### src/rtl/pkt_serializer_fifo_if.sv
// rtl/pkt_serializer_fifo_if.sv - result strobe and packet FIFO read port bundle
interface pkt_serializer_fifo_if #(
  parameter int N_WORDS = 4,
  parameter int WORD_W  = 16,
  parameter int DEPTH   = 64
);
  logic [N_WORDS*WORD_W-1:0] i_pkt_data;
  logic                      i_pkt_valid;
  logic                      o_pkt_dropped;
  logic [7:0]                o_pktfifo_data;
  logic                      o_pktfifo_empty;
  logic                      i_pktfifo_pop;
  logic [$clog2(DEPTH):0]    o_nBytes;

  modport slave (
    input  i_pkt_data, i_pkt_valid, i_pktfifo_pop,
    output o_pkt_dropped, o_pktfifo_data, o_pktfifo_empty, o_nBytes
  );

  modport master (
    output i_pkt_data, i_pkt_valid, i_pktfifo_pop,
    input  o_pkt_dropped, o_pktfifo_data, o_pktfifo_empty, o_nBytes
  );
endinterface

### src/rtl/pkt_serializer_fifo.sv
// rtl/pkt_serializer_fifo.sv - frames result vectors into header+payload bytes in an FWFT byte FIFO
module pkt_serializer_fifo #(
  parameter int N_WORDS = 4,
  parameter int WORD_W  = 16,
  parameter int DEPTH   = 64
) (
  input  logic                  i_clk,
  input  logic                  i_rst,
  input  logic                  i_cg,
  pkt_serializer_fifo_if.slave  bus
);
  localparam int WORD_B  = (WORD_W + 7) / 8;
  localparam int PAY_B   = N_WORDS * WORD_B;
  localparam int PKT_LEN = 1 + PAY_B;
  localparam int AW      = $clog2(DEPTH);
  localparam int CW      = AW + 1;
  localparam int BW      = $clog2(PKT_LEN + 1);
  localparam logic [CW-1:0] MAX_FILL = CW'(DEPTH - PKT_LEN);

  typedef enum logic {ST_IDLE, ST_SERIALIZE} state_e;

  state_e               state_q, state_d;
  logic [BW-1:0]        cnt_q, cnt_d;
  logic [PAY_B*8-1:0]   shift_q, shift_d, pay_bytes;
  logic [6:0]           seq_q, seq_d;
  logic                 drop_flag_q, drop_flag_d;
  logic                 dropped_q, dropped_d;
  logic [AW-1:0]        wr_ptr_q, wr_ptr_d, rd_ptr_q, rd_ptr_d;
  logic [CW-1:0]        count_q, count_d;
  logic [7:0]           mem [DEPTH];
  logic                 push, pop, has_room;
  logic [7:0]           wr_byte;

  // Each word is zero-padded to whole bytes so the shift register emits LSB-first per word.
  always_comb begin
    pay_bytes = '0;
    for (int k = 0; k < N_WORDS; k++) begin
      pay_bytes[k*WORD_B*8 +: WORD_W] = bus.i_pkt_data[k*WORD_W +: WORD_W];
    end
  end

  // Room for a whole packet is reserved at accept; later pops only add space.
  assign has_room = (count_q <= MAX_FILL);

  always_comb begin
    state_d     = state_q;
    cnt_d       = cnt_q;
    shift_d     = shift_q;
    seq_d       = seq_q;
    drop_flag_d = drop_flag_q;
    dropped_d   = dropped_q;
    push        = 1'b0;
    wr_byte     = shift_q[7:0];
    pop         = i_cg && bus.i_pktfifo_pop && (count_q != '0);
    if (i_cg) begin
      dropped_d = 1'b0;
      case (state_q)
        ST_IDLE: begin
          if (bus.i_pkt_valid) begin
            if (has_room) begin
              push        = 1'b1;
              wr_byte     = {drop_flag_q, seq_q};
              shift_d     = pay_bytes;
              seq_d       = seq_q + 7'd1;
              drop_flag_d = 1'b0;
              cnt_d       = BW'(PKT_LEN - 1);
              state_d     = ST_SERIALIZE;
            end else begin
              dropped_d   = 1'b1;
              drop_flag_d = 1'b1;
            end
          end
        end
        ST_SERIALIZE: begin
          push    = 1'b1;
          wr_byte = shift_q[7:0];
          shift_d = shift_q >> 8;
          cnt_d   = cnt_q - BW'(1);
          if (cnt_q == BW'(1)) begin
            state_d = ST_IDLE;
          end
          if (bus.i_pkt_valid) begin
            dropped_d   = 1'b1;
            drop_flag_d = 1'b1;
          end
        end
      endcase
    end
    wr_ptr_d = push ? wr_ptr_q + AW'(1) : wr_ptr_q;
    rd_ptr_d = pop  ? rd_ptr_q + AW'(1) : rd_ptr_q;
    count_d  = count_q + CW'(push) - CW'(pop);
  end

  always_ff @(posedge i_clk or posedge i_rst) begin
    if (i_rst) begin
      state_q     <= ST_IDLE;
      cnt_q       <= '0;
      shift_q     <= '0;
      seq_q       <= '0;
      drop_flag_q <= 1'b0;
      dropped_q   <= 1'b0;
      wr_ptr_q    <= '0;
      rd_ptr_q    <= '0;
      count_q     <= '0;
    end else begin
      state_q     <= state_d;
      cnt_q       <= cnt_d;
      shift_q     <= shift_d;
      seq_q       <= seq_d;
      drop_flag_q <= drop_flag_d;
      dropped_q   <= dropped_d;
      wr_ptr_q    <= wr_ptr_d;
      rd_ptr_q    <= rd_ptr_d;
      count_q     <= count_d;
    end
  end

  always_ff @(posedge i_clk) begin
    if (push) begin
      mem[wr_ptr_q] <= wr_byte;
    end
  end

  assign bus.o_pktfifo_data  = mem[rd_ptr_q];
  assign bus.o_pktfifo_empty = (count_q == '0);
  assign bus.o_nBytes        = count_q;
  assign bus.o_pkt_dropped   = dropped_q;
endmodule

### src/flat_wrapper.sv
// flat-port wrapper written by rule: the top's interface ports become plain ports
module pkt_serializer_fifo_flat 
#(
  parameter int N_WORDS = 4,
  parameter int WORD_W  = 16,
  parameter int DEPTH   = 64
)
  (i_clk, i_rst, i_cg, bus_i_pkt_data, bus_i_pkt_valid, bus_i_pktfifo_pop, bus_o_pkt_dropped, bus_o_pktfifo_data, bus_o_pktfifo_empty, bus_o_nBytes);
  pkt_serializer_fifo_if #(.N_WORDS(N_WORDS), .WORD_W(WORD_W), .DEPTH(DEPTH)) bus_i ();
  input  logic i_clk;
  input  logic i_rst;
  input  logic i_cg;
  input wire logic [$bits(bus_i.i_pkt_data)-1:0] bus_i_pkt_data;
  input wire logic [$bits(bus_i.i_pkt_valid)-1:0] bus_i_pkt_valid;
  input wire logic [$bits(bus_i.i_pktfifo_pop)-1:0] bus_i_pktfifo_pop;
  output wire logic [$bits(bus_i.o_pkt_dropped)-1:0] bus_o_pkt_dropped;
  output wire logic [$bits(bus_i.o_pktfifo_data)-1:0] bus_o_pktfifo_data;
  output wire logic [$bits(bus_i.o_pktfifo_empty)-1:0] bus_o_pktfifo_empty;
  output wire logic [$bits(bus_i.o_nBytes)-1:0] bus_o_nBytes;
  assign bus_i.i_pkt_data = bus_i_pkt_data;
  assign bus_i.i_pkt_valid = bus_i_pkt_valid;
  assign bus_i.i_pktfifo_pop = bus_i_pktfifo_pop;
  assign bus_o_pkt_dropped = bus_i.o_pkt_dropped;
  assign bus_o_pktfifo_data = bus_i.o_pktfifo_data;
  assign bus_o_pktfifo_empty = bus_i.o_pktfifo_empty;
  assign bus_o_nBytes = bus_i.o_nBytes;
  pkt_serializer_fifo #(.N_WORDS(N_WORDS), .WORD_W(WORD_W), .DEPTH(DEPTH)) u_core (.i_clk(i_clk), .i_rst(i_rst), .i_cg(i_cg), .bus(bus_i));
endmodule
### config.mk
export PLATFORM = sky130hd
export DESIGN_NAME = pkt_serializer_fifo_flat
export DESIGN_NICKNAME = d
export VERILOG_FILES = /design/src/rtl/pkt_serializer_fifo_if.sv /design/src/rtl/pkt_serializer_fifo.sv /design/src/flat_wrapper.sv
export SDC_FILE = /design/constraint.sdc
export NUM_CORES = 1
export LEC_CHECK = 0
export CAP_MARGIN = 20
export CORE_UTILIZATION = 38
export CTS_CLUSTER_DIAMETER = 30
export CTS_CLUSTER_SIZE = 20
export DETAILED_ROUTE_END_ITERATION = 10
export HOLD_SLACK_MARGIN = 0.15
export PLACE_DENSITY = 0.6
export SLEW_MARGIN = 20
export SYNTH_ARGS = -nofsm -noshare
export SYNTH_HDL_FRONTEND = slang
export SYNTH_SLANG_ARGS = --single-unit
### constraint.sdc
create_clock -name i_clk -period 7.55 [get_ports i_clk]
set_clock_uncertainty 0.15 [all_clocks]
set_input_delay 1.51 -clock i_clk [delete_from_list [all_inputs] [get_ports i_clk]]
set_output_delay 1.51 -clock i_clk [all_outputs]
set_load 0.01 [all_outputs]
==> results of run 1 <==
[metrics by stage]
stage / instance area, µm² / total power [mW]
after floorplan: 24500 / 6.98
after global placement: 26300 / 8.09
after detailed placement: 26300 / 8.16
after CTS: 30300 / 13.4
after global routing: 30300 / 13.8
final: 30300 / 13.3
[synthesized netlist by cell type (2+ instances only)]
cell type and number:
a21oi_1 22, buf_6 5, o22ai_1 2, a311oi_1 2, xor2_1 6, mux2i_1 88, xnor2_1 14, nand2_1 75
buf_2 26, nand4_1 8, inv_1 19, ha_1 19, nor2b_1 11, mux2_2 18, nor2_1 76, o21ai_1 9
or3_1 2, or2_2 2, edfxtp_1 512, dfrtp_1 97, buf_1 8, mux4_2 136, nand3_1 13, nand3b_1 4
a21o_1 10, buf_4 5, o221ai_1 8, a211oi_1 8, nand2b_1 2, o21ai_0 71, nand4b_1 2, clkbuf_1 34
a22o_1 8
[cells by family after synthesis]
family                     share of synthesized area [%]
buffers and inverters                               1.86
muxes                                               16.9
DFF                                                 72.5
AOI/OAI and AO/OA                                   3.39
xor gates and xnor gates                           0.714
and+or+nand+nor                                     3.56
adders and majority gates                           1.05
[worst max-delay path: stages, from the launching register on]
cell and delay, ns:
dfrtp_4 1.04, buf_4 0.65, mux4_2 0.44, mux4_2 0.53, nand3_1 0.11, o21ai_1 0.13, clkdlybuf4s50_1 0.50
[cell type report]
type	count	share of cell area [%]
inverter	20	0.256
sequential	609	58.7
clock inverter	94	3.80
multi-input combinational	624	20.8
timing repair buffer	102	3.31
clock buffer	124	9.66
tap	846	3.49
[path summary, 6_finish.rpt]
check / from / to / slack (ns) / depth (start not counted)
setup / recovery: u_core.rd_ptr_q[1] / bus_o_pktfifo_data[3] / 1.73 / 6
min in group asynchronous: i_rst / u_core.shift_q[58] / 1.15 / 2
hold / removal: u_core.seq_q[6] / u_core.seq_q[6] / 0.31 / 1
max in group asynchronous: i_rst / u_core.rd_ptr_q[1] / 4.87 / 3
setup reg to reg: u_core.bus.o_nBytes[3] / u_core.mem[21][7] / 3.59 / 8
hold reg to reg: u_core.seq_q[6] / u_core.seq_q[6] / 0.31 / 1
[state kept, by name, indices dropped and copies added, names as in the netlist]
name	cells
u_core.drop_flag_q	1
u_core.rd_ptr_q	6
u_core.cnt_q	4
u_core.bus.o_nBytes	7
u_core.shift_q	64
u_core.wr_ptr_q	6
u_core.mem	512
u_core.bus.o_pkt_dropped	1
u_core.state_q	1
u_core.seq_q	7
[where the power goes]
part / internal, mW / total [mW] / switching (mW) / leakage [nW]
combinational: 1.46 / 3.25 / 1.79 / 2.73
sequential: 4.36 / 4.79 / 0.438 / 5.88
clock: 3.47 / 5.24 / 1.76 / 1.95
total: 9.29 / 13.3 / 4.00 / 10.6
[per-layer routing]
metal / wire (µm) / vias up
met5: 0 / -
met4: 1050 / 0
met3: 3530 / 93
met2: 25000 / 405
met1: 24100 / 6544
li1: - / 5590
==> summary.md, run 1 <==
| Metric | Value |
|---|---|
| Status | `completed` |
| Core area | `0.0634 mm²` |
| DRT Pass-1 Iters | `5` |
| Fin Setup TNS | `0 ns` |
| WP data required | `5.89 ns` |
| GRT met2 Usage | `25.5%` |
| H-tree depth | `3` |
| Final Critical Period | `5.82 ns` |
| Synth top area cells | `edfxtp_1 (63%), mux4_2 (12%), dfrtp_1 (9.9%)` |
| Main synth FF type | `edfxtp_1` |
| Port Buffers | `85` |
| Commonest non-fill, non-tap cell in the layout | `edfxtp_1` |
| Post-synth EDFFs | `512` |
| Kind of critical path | `reg -> out` |
| Startpoint Class | `flip-flop` |
| Fin cells | `2419` |
| Post-Syn Nets | `1420` |
| Initial Util | `38.7%` |
| CTS resizes | `0` |
| CP Max Fanout | `64` |
| CP Data Arrival Time | `4.16 ns` |
| Initial DRC count | `959` |
| Clock buffer depth | `3` |
| Post-synth top area share | `62.6%` |
| Die Wd | `256 µm` |
| Die height | `256 µm` |
| Setup Fix Bufs, Post-CTS | `0` |
| Hold_ws | `0.310 ns` |
| Most frequent cells in the layout | `edfxtp_1 (512), mux4_2 (136), clkbuf_16 (114)` |
| Worst Max-Slew Pin Slew | `1.12 ns` |
| Setup slack at placement | `2.36 ns` |
| Routing usage on met3 | `4.50%` |
| Vias in the first global route | `13300` |
| Multi-input logic area | `0.00630 mm²` |
| DRC viols | `0` |
| Leak Pwr | `10.6 nW` |
| DR vias/cell | `5.22` |
| Final worst slack | `1.73 ns` |
| Clk_lat worst skew | `0.66 ns` |
| Slew Limit Fails | `0` |
| DIE AREA | `0.0656 mm²` |
| Cells after synthesis | `1331` |
| Netlist cell types | `42` |
| Share of cells above drive strength 1 | `24.5%` |
| Asr flop ratio synth | `15.9%` |
| Synthesized cell area | `0.0245 mm²` |
| Routed WL | `53700 µm` |
| F_max | `0.172 GHz` |
| GPL Wtd Cong | `0.849` |
| Drt wl/cell | `22.2 µm` |
| Max_slew headroom | `25.2%` |
| Avg Cell Area, Syn | `18.4 µm²` |
| Register bit total from synthesis | `609` |
| Sequential share of the synthesized area | `72.5%` |
| Pwr Density | `438 mW/mm²` |
| Tcrit/Tclk final | `77.1%` |
| Grt total ovfl | `0` |
| Antenna violations before repair | `0` |
| Final HPWL from detailed placement | `31700 µm` |
| Hold Violations, Final | `0` |
| Leading area contributor after synthesis | `edfxtp_1` |
| Yosys warns | `0` |
| Global-route wire length before repair | `83200 µm` |
| Clk sink count | `609` |
| Top Usage Layer GRT | `met2` |
| CTS hold repair buffers | `0` |
| Overall Global Routing Usage | `16.7%` |
| Worst setup EP type | `output port` |
| Routed Antenna Nets | `0` |
| Num CTS Buffers | `114` |
| # rows | `92` |
| Max-cap violations | `0` |
| IR drop worst, VDD | `0.238 mV` |
| RSZ-0062 raised after global routing | `false` |
| Sequential standard cell area | `0.0178 mm²` |
| # fillers | `5238` |
| Area grow syn2layout | `23.6%` |
| Placed insts | `2201` |
| Largest net degree at the start of global routing | `123` |
| Post-layout util | `47.8%` |
| Overall via count from detail_route | `12600` |
| Layout Nets | `1560` |
| Final setup vio count | `0` |
| Number of diodes | `0` |
| I/O pin total | `86` |
| Root Buffer | `clkbuf_16` |
| Clock slew at reported path FFs | `0.05 ns` |
| Worst hold-check path type | `reg -> reg` |
| GR Util met1 | `23.3%` |
| TritonCTS clock tree | `done` |
(Power assumes the default switching activity.)
==> inputs of run 2 (changes only) <==
==> constraint.sdc (replaced) <==
create_clock -name i_clk -period 5.4 [get_ports i_clk]
set_clock_uncertainty 0.15 [all_clocks]
set_input_delay 1.08 -clock i_clk [delete_from_list [all_inputs] [get_ports i_clk]]
set_output_delay 1.08 -clock i_clk [all_outputs]
set_load 0.01 [all_outputs]
==> summary.md, run 2 (synthesis gave the netlist of run 1 again) <==
| Metric | Value |
|---|---|
| Status | `completed` |
| CP delay by family, top | `compound AO/OA/AOI/OAI gates` |
| CP Data Arrival Time | `3.82 ns (-0.34 ns)` |
| Initial Util | `38.7% (unchanged)` |
| Placed insts | `2271 (+3.2%)` |
| Initial DRC count | `1092 (+14%)` |
| Crit path launch | `u_core.rd_ptr_q[0]` |
| DIE AREA | `0.0656 mm² (unchanged)` |
| Slew Limit Fails | `0 (unchanged)` |
| Max_slew headroom | `26.8% (+1.6 points)` |
| P_int | `13.1 mW (+41%)` |
| Routing usage on met3 | `4.49% (-0.0099 points)` |
| Num CTS Buffers | `119 (+4.4%)` |
| GR Util met1 | `23.6% (+0.26 points)` |
| Hold Violations, Final | `0 (unchanged)` |
| Startpoint Class | `flip-flop` |
| Clock slew at reported path FFs | `0.05 ns (about the same)` |
| RR Startpoint | `u_core.state_q` |
| Fin cells | `2496 (+3.2%)` |
| DRC viols | `0 (unchanged)` |
| Clk sink count | `609 (unchanged)` |
| Max reg flops | `512 (unchanged)` |
| IR drop worst, VDD | `0.291 mV (+23%)` |
| I/O pin total | `86 (unchanged)` |
| Overall Global Routing Usage | `17.4% (+0.68 points)` |
| Worst hold-check path type | `reg -> reg` |
| RSZ-0062 raised after global routing | `false` |
| Vias in the first global route | `13800 (+3.8%)` |
| Area grow syn2layout | `26.1%` |
| Pwr Density | `605 mW/mm² (+38%)` |
| Final Critical Period | `5.05 ns` |
| Clk_lat worst skew | `0.65 ns (about the same)` |
| Worst-path cell with the longest stage delay | `dfrtp_4` |
| Largest Register | `u_core.mem` |
| CP Max Fanout | `15 (-77%)` |
| Worst setup EP type | `output port` |
| Seq pwr share | `35.7% (-0.4 points)` |
| Switch share | `30.2% (+0.10 points)` |
| Max-cap violations | `0 (unchanged)` |
| Drt wl/cell | `22.4 µm (+0.83%)` |
| Regs by FF count | `u_core.mem (512), u_core.shift_q (64)` |
| # rows | `92 (unchanged)` |
| Most frequent cells in the layout | `edfxtp_1 (512), mux4_2 (136), clkbuf_16 (120)` |
| Crit path cell chain | `buf_4 -> mux4_2 -> mux2i_1 -> mux2_2 -> o21ai_0 -> a21oi_1 -> o21ai_1 -> clkdlybuf4s50_1` |
| Worst Path Buf+Inv | `2 (unchanged)` |
| Largest net degree at the start of global routing | `125 (+1.6%)` |
| Grt total ovfl | `0 (unchanged)` |
| Fin Setup TNS | `0 ns (unchanged)` |
| Kind of critical path | `reg -> out` |
| H-tree depth | `3 (unchanged)` |
| Core area | `0.0634 mm² (unchanged)` |
| F_max | `0.198 GHz` |
| Routed Antenna Nets | `0 (unchanged)` |
| Leak Pwr | `10.9 nW (+3.6%)` |
| TritonCTS clock tree | `done` |
| Number of diodes | `0 (unchanged)` |
| WP data required | `4.17 ns (-1.72 ns)` |
| Global-route wire length before repair | `85800 µm (+3.2%)` |
| Share of cells above drive strength 1 | `28.0% (+3.5 points)` |
| Die height | `256 µm (unchanged)` |
| Port Buffers | `85 (unchanged)` |
| Top Usage Layer GRT | `met2` |
| DR vias/cell | `5.15 (-1.4%)` |
| Tcrit/Tclk final | `93.5%` |
| Root Buffer | `clkbuf_16` |
| GPL Wtd Cong | `0.792 (-6.8%)` |
| Routed WL | `55800 µm (+4.0%)` |
| Hold_sp | `u_core.seq_q[6]` |
| Clock share of power | `39.1% (-0.3 points)` |
| Antenna violations before repair | `2 (+2)` |
| Commonest non-fill, non-tap cell in the layout | `edfxtp_1` |
| Die Wd | `256 µm (unchanged)` |
| Final setup vio count | `0 (unchanged)` |
| Switching pwr | `5.65 mW (+41%)` |
| Layout Nets | `1636 (+4.9%)` |
| Final HPWL from detailed placement | `34000 µm (+7.2%)` |
| Gate power share | `25.2% (+0.7 points)` |
| GRT met2 Usage | `27.5% (+2.0 points)` |
| Overall via count from detail_route | `12900 (+1.7%)` |
| Worst path max stage delay | `0.63 ns (-0.41 ns)` |
| Clock buffer depth | `3 (unchanged)` |
| DRT Pass-1 Iters | `5 (unchanged)` |
| CTS hold repair buffers | `0 (unchanged)` |
| Worst Max-Slew Pin Slew | `1.10 ns (-0.0237 ns)` |
-- run 2: cell count changes in the layout (fill, tap and decap cells not counted), moves of 2 or more --
cell        change
clkinvlp_4      +9
clkinv_1        -8
clkbuf_8        -3
clkbuf_16       +6
bufinv_16       -3
clkbuf_1        +8
clkinv_2        +2
inv_6           -2
buf_4          +67
buf_12          +4
-- run 2: area by class of cell --
type	count	area, µm²
inverter	20	77.6
multi-input combinational	624	6300
clock inverter	89	1040
sequential	609	17800
clock buffer	135	3070
tap	846	1060
fill	5166	32500
timing repair buffer	173	1590
-- run 2: repair_timing --
action	4_1_cts	5_1_grt
gates resized for setup	0	1
setup endpoints to repair	0	4
setup buffers	0	1
-- run 2: path summary, 6_finish.rpt --
| check | to | slack, ns | depth (start not counted) |
|---|---|---|---|
| max | bus_o_pktfifo_data[5] | 0.35 | 8 |
| min | u_core.seq_q[6] | 0.31 | 1 |
| max reg2reg | u_core.mem[38][5] | 1.71 | 5 |
| min reg2reg | u_core.seq_q[6] | 0.31 | 1 |
| max in group asynchronous | u_core.shift_q[54] | 3.29 | 3 |
| min in group asynchronous | u_core.rd_ptr_q[5] | 0.85 | 2 |
-- run 2: layer usage --
metal / vias to the layer above / wire (µm)
met5: - / 27
met4: 4 / 992
met3: 84 / 3910
met2: 401 / 26700
met1: 6620 / 24200
li1: 5744 / -
-- run 2: through the flow --
step | instance area [µm²] | power [mW] | hold slack (ns) | setup slack [ns] | utilization, %
after floorplan | 24500 | 9.75 | 0.286 | 1.64 | -
after global placement | 26800 | 11.4 | 0.307 | 0.834 | 42.3
after detailed placement | 26800 | 11.5 | 0.307 | 0.868 | 42.3
after CTS | 30900 | 18.9 | 0.319 | 0.121 | 48.8
after global routing | 30900 | 19.6 | 0.341 | 0.149 | 48.8
final | 30900 | 18.7 | 0.314 | 0.351 | 48.8
-- run 2: power groups by stage --
stage / Sequential (mW) / Combinational [mW] / Clock, mW
floorplan: 6.33 / 3.42 / 0
global placement: 6.79 / 4.61 / 0
detailed placement: 6.81 / 4.71 / 0
CTS: 6.73 / 4.73 / 7.44
global route: 6.77 / 5.11 / 7.67
finish: 6.70 / 4.71 / 7.32
==> inputs of run 3 (changes only) <==
--- a/config.mk
+++ b/config.mk
@@ -6,12 +6,14 @@
 export NUM_CORES = 1
 export LEC_CHECK = 0
 export CAP_MARGIN = 20
+export CELL_PAD_IN_SITES_DETAIL_PLACEMENT = 1
+export CELL_PAD_IN_SITES_GLOBAL_PLACEMENT = 1
 export CORE_UTILIZATION = 38
 export CTS_CLUSTER_DIAMETER = 30
 export CTS_CLUSTER_SIZE = 20
 export DETAILED_ROUTE_END_ITERATION = 10
 export HOLD_SLACK_MARGIN = 0.15
-export PLACE_DENSITY = 0.6
+export PLACE_DENSITY = 0.66
 export SLEW_MARGIN = 20
 export SYNTH_ARGS = -nofsm -noshare
 export SYNTH_HDL_FRONTEND = slang
==> summary.md, run 3 (synthesis gave the netlist of run 1 again) <==
| Metric | Value |
|---|---|
| Status | `completed` |
| DR vias/cell | `5.21 (+1.1%)` |
| CP Max Fanout | `29 (+14)` |
| RR Startpoint | `u_core.bus.o_nBytes[3]` |
| Drt wl/cell | `24.0 µm (+7.1%)` |
| Routed Antenna Nets | `0 (unchanged)` |
| Global-route wire length before repair | `91300 µm (+6.4%)` |
| Max-cap violations | `0 (unchanged)` |
| Worst hold-check path type | `reg -> reg` |
| # rows | `92 (unchanged)` |
| RSZ-0062 raised after global routing | `false` |
| Fin Setup TNS | `0 ns (unchanged)` |
| Kind of critical path | `reg -> out` |
| F_max | `0.197 GHz (-0.30%)` |
| Layout Nets | `1632 (-0.24%)` |
| Clock buffer depth | `3 (unchanged)` |
| Routed WL | `59800 µm (+7.1%)` |
| CP Data Arrival Time | `3.83 ns (about the same)` |
| Worst path max stage delay | `0.55 ns (-0.08 ns)` |
| Startpoint Class | `flip-flop` |
| Number of diodes | `0 (unchanged)` |
| Worst Max-Slew Pin Slew | `1.09 ns (-0.0130 ns)` |
| DRC viols | `0 (unchanged)` |
| I/O pin total | `86 (unchanged)` |
| Hold Violations, Final | `0 (unchanged)` |
| Worst setup EP type | `output port` |
| Final setup vio count | `0 (unchanged)` |
| Core area | `0.0634 mm² (unchanged)` |
| Regs by FF count | `u_core.mem (512), u_core.shift_q (64)` |
| Share of cells above drive strength 1 | `26.8% (-1.2 points)` |
| Largest net degree at the start of global routing | `76 (-39%)` |
| Antenna violations before repair | `1 (-1)` |
| Worst-path cell with the longest stage delay | `dfrtp_4` |
| DIE AREA | `0.0656 mm² (unchanged)` |
| Met2 Wirelength | `29500 µm (+10%)` |
| Leak Pwr | `10.9 nW (+0.14%)` |
| Pwr Density | `612 mW/mm² (+1.2%)` |
| Max Used Layer | `met5` |
| Root Buffer | `clkbuf_16` |
| Area grow syn2layout | `26.2% (about the same)` |
| Met3 routed WL | `3680 µm (-5.8%)` |
| Crit path launch | `u_core.rd_ptr_q[0]` |
| Clock slew at reported path FFs | `0.05 ns (about the same)` |
| Initial DRC count | `1025 (-6.1%)` |
| Overall Global Routing Usage | `18.6% (+1.2 points)` |
| TritonCTS clock tree | `done` |
| WL met1 | `25100 µm (+4.0%)` |
| Largest Register | `u_core.mem` |
| Port Buffers | `85 (unchanged)` |
| Fin cells | `2495 (-0.040%)` |
| Clk sink count | `609 (unchanged)` |
| Initial Util | `38.7% (unchanged)` |
| GPL Wtd Cong | `0.760 (-4.0%)` |
| WP data required | `4.17 ns (about the same)` |
| Slew Limit Fails | `0 (unchanged)` |
| Hold_sp | `u_core.seq_q[6]` |
| Clk_lat worst skew | `0.65 ns (about the same)` |
| H-tree depth | `3 (unchanged)` |
| Num CTS Buffers | `120 (+0.84%)` |
| Die height | `256 µm (unchanged)` |
| Placed insts | `2260 (-0.48%)` |
| Max_slew headroom | `27.4% (+0.60 points)` |
| Die Wd | `256 µm (unchanged)` |
| Commonest non-fill, non-tap cell in the layout | `edfxtp_1` |
| Tcrit/Tclk final | `93.8% (+0.28 points)` |
| Final Critical Period | `5.06 ns (+0.0151 ns)` |
| Crit path cell chain | `buf_12 -> mux4_2 -> mux2i_1 -> mux2_2 -> o21ai_0 -> nand3_1 -> o21ai_1 -> clkdlybuf4s50_1` |
| Grt total ovfl | `0 (unchanged)` |
| DRT Pass-1 Iters | `5 (unchanged)` |
| Most frequent cells in the layout | `edfxtp_1 (512), mux4_2 (136), clkbuf_16 (123)` |
| Vias in the first global route | `14400 (+3.9%)` |
| Max reg flops | `512 (unchanged)` |
| IR drop worst, VDD | `0.326 mV (+12%)` |
| Overall via count from detail_route | `13000 (+1.1%)` |
| Final HPWL from detailed placement | `36700 µm (+7.8%)` |
run 3: final cells by class:
class                      count  area [µm²]
fill                        5840       32500
sequential                   609       17800
multi-input combinational    624        6300
clock buffer                 147        3200
timing repair buffer         168        1570
tap                          846        1060
clock inverter                81         938
inverter                      20        80.1
run 3: final timing paths:
path	slack, ns	depth (start not counted)	endpoint
worst max-delay path	0.34	8	bus_o_pktfifo_data[6]
worst min-delay path	0.32	1	u_core.seq_q[6]
worst max register to register	1.56	8	u_core.mem[43][6]
worst min register to register	0.32	1	u_core.seq_q[6]
max in group asynchronous	3.44	3	u_core.shift_q[45]
min in group asynchronous	0.81	2	u_core.shift_q[50]
run 3: routing by layer:
metal | GRT usage [%] | vias up
met5 | 0 | -
met4 | 6.05 | 2
met3 | 4.85 | 112
met2 | 30.4 | 377
met1 | 24.0 | 6760
li1 | - | 5738
run 3: where the power goes:
part           internal, mW  total (mW)  switching [mW]  leakage, nW
registers              6.09        6.55           0.465         5.88
clock network          5.05        7.50            2.45         1.97
logic                  2.18        4.90            2.73         3.09
total                  13.3        19.0            5.64         10.9
run 3: critical path, delay by kind of cell, from the launching register on:
| family | cells | cell delay (ns) |
|---|---|---|
| AO/OA/AOI/OAI | 2 | 0.72 |
| buffers and inverters | 2 | 0.77 |
| flip-flops | 1 | 0.55 |
| multiplexers | 3 | 0.77 |
| AND/OR/NAND/NOR | 1 | 0.36 |
run 3: timing repair:
action / CTS / global route
setup buffers: 0 / 7
endpoints found under the setup margin: 3 / 6
resized for setup: 2 / 2
hold buffers: 0 / 0
run 3: metrics by stage:
step / setup WS (ns) / power, mW / hold slack (ns) / util (%) / cell area (µm²)
floorplan: 1.64 / 9.75 / 0.286 / - / 24500
CTS: 0.0156 / 19.1 / 0.323 / 48.7 / 30900
global placement: 0.730 / 11.4 / 0.303 / 42.2 / 26800
finish: 0.336 / 19.0 / 0.320 / 48.8 / 31000
global route: 0.219 / 19.7 / 0.339 / 48.8 / 31000
detailed placement: 0.693 / 11.5 / 0.313 / 42.2 / 26800
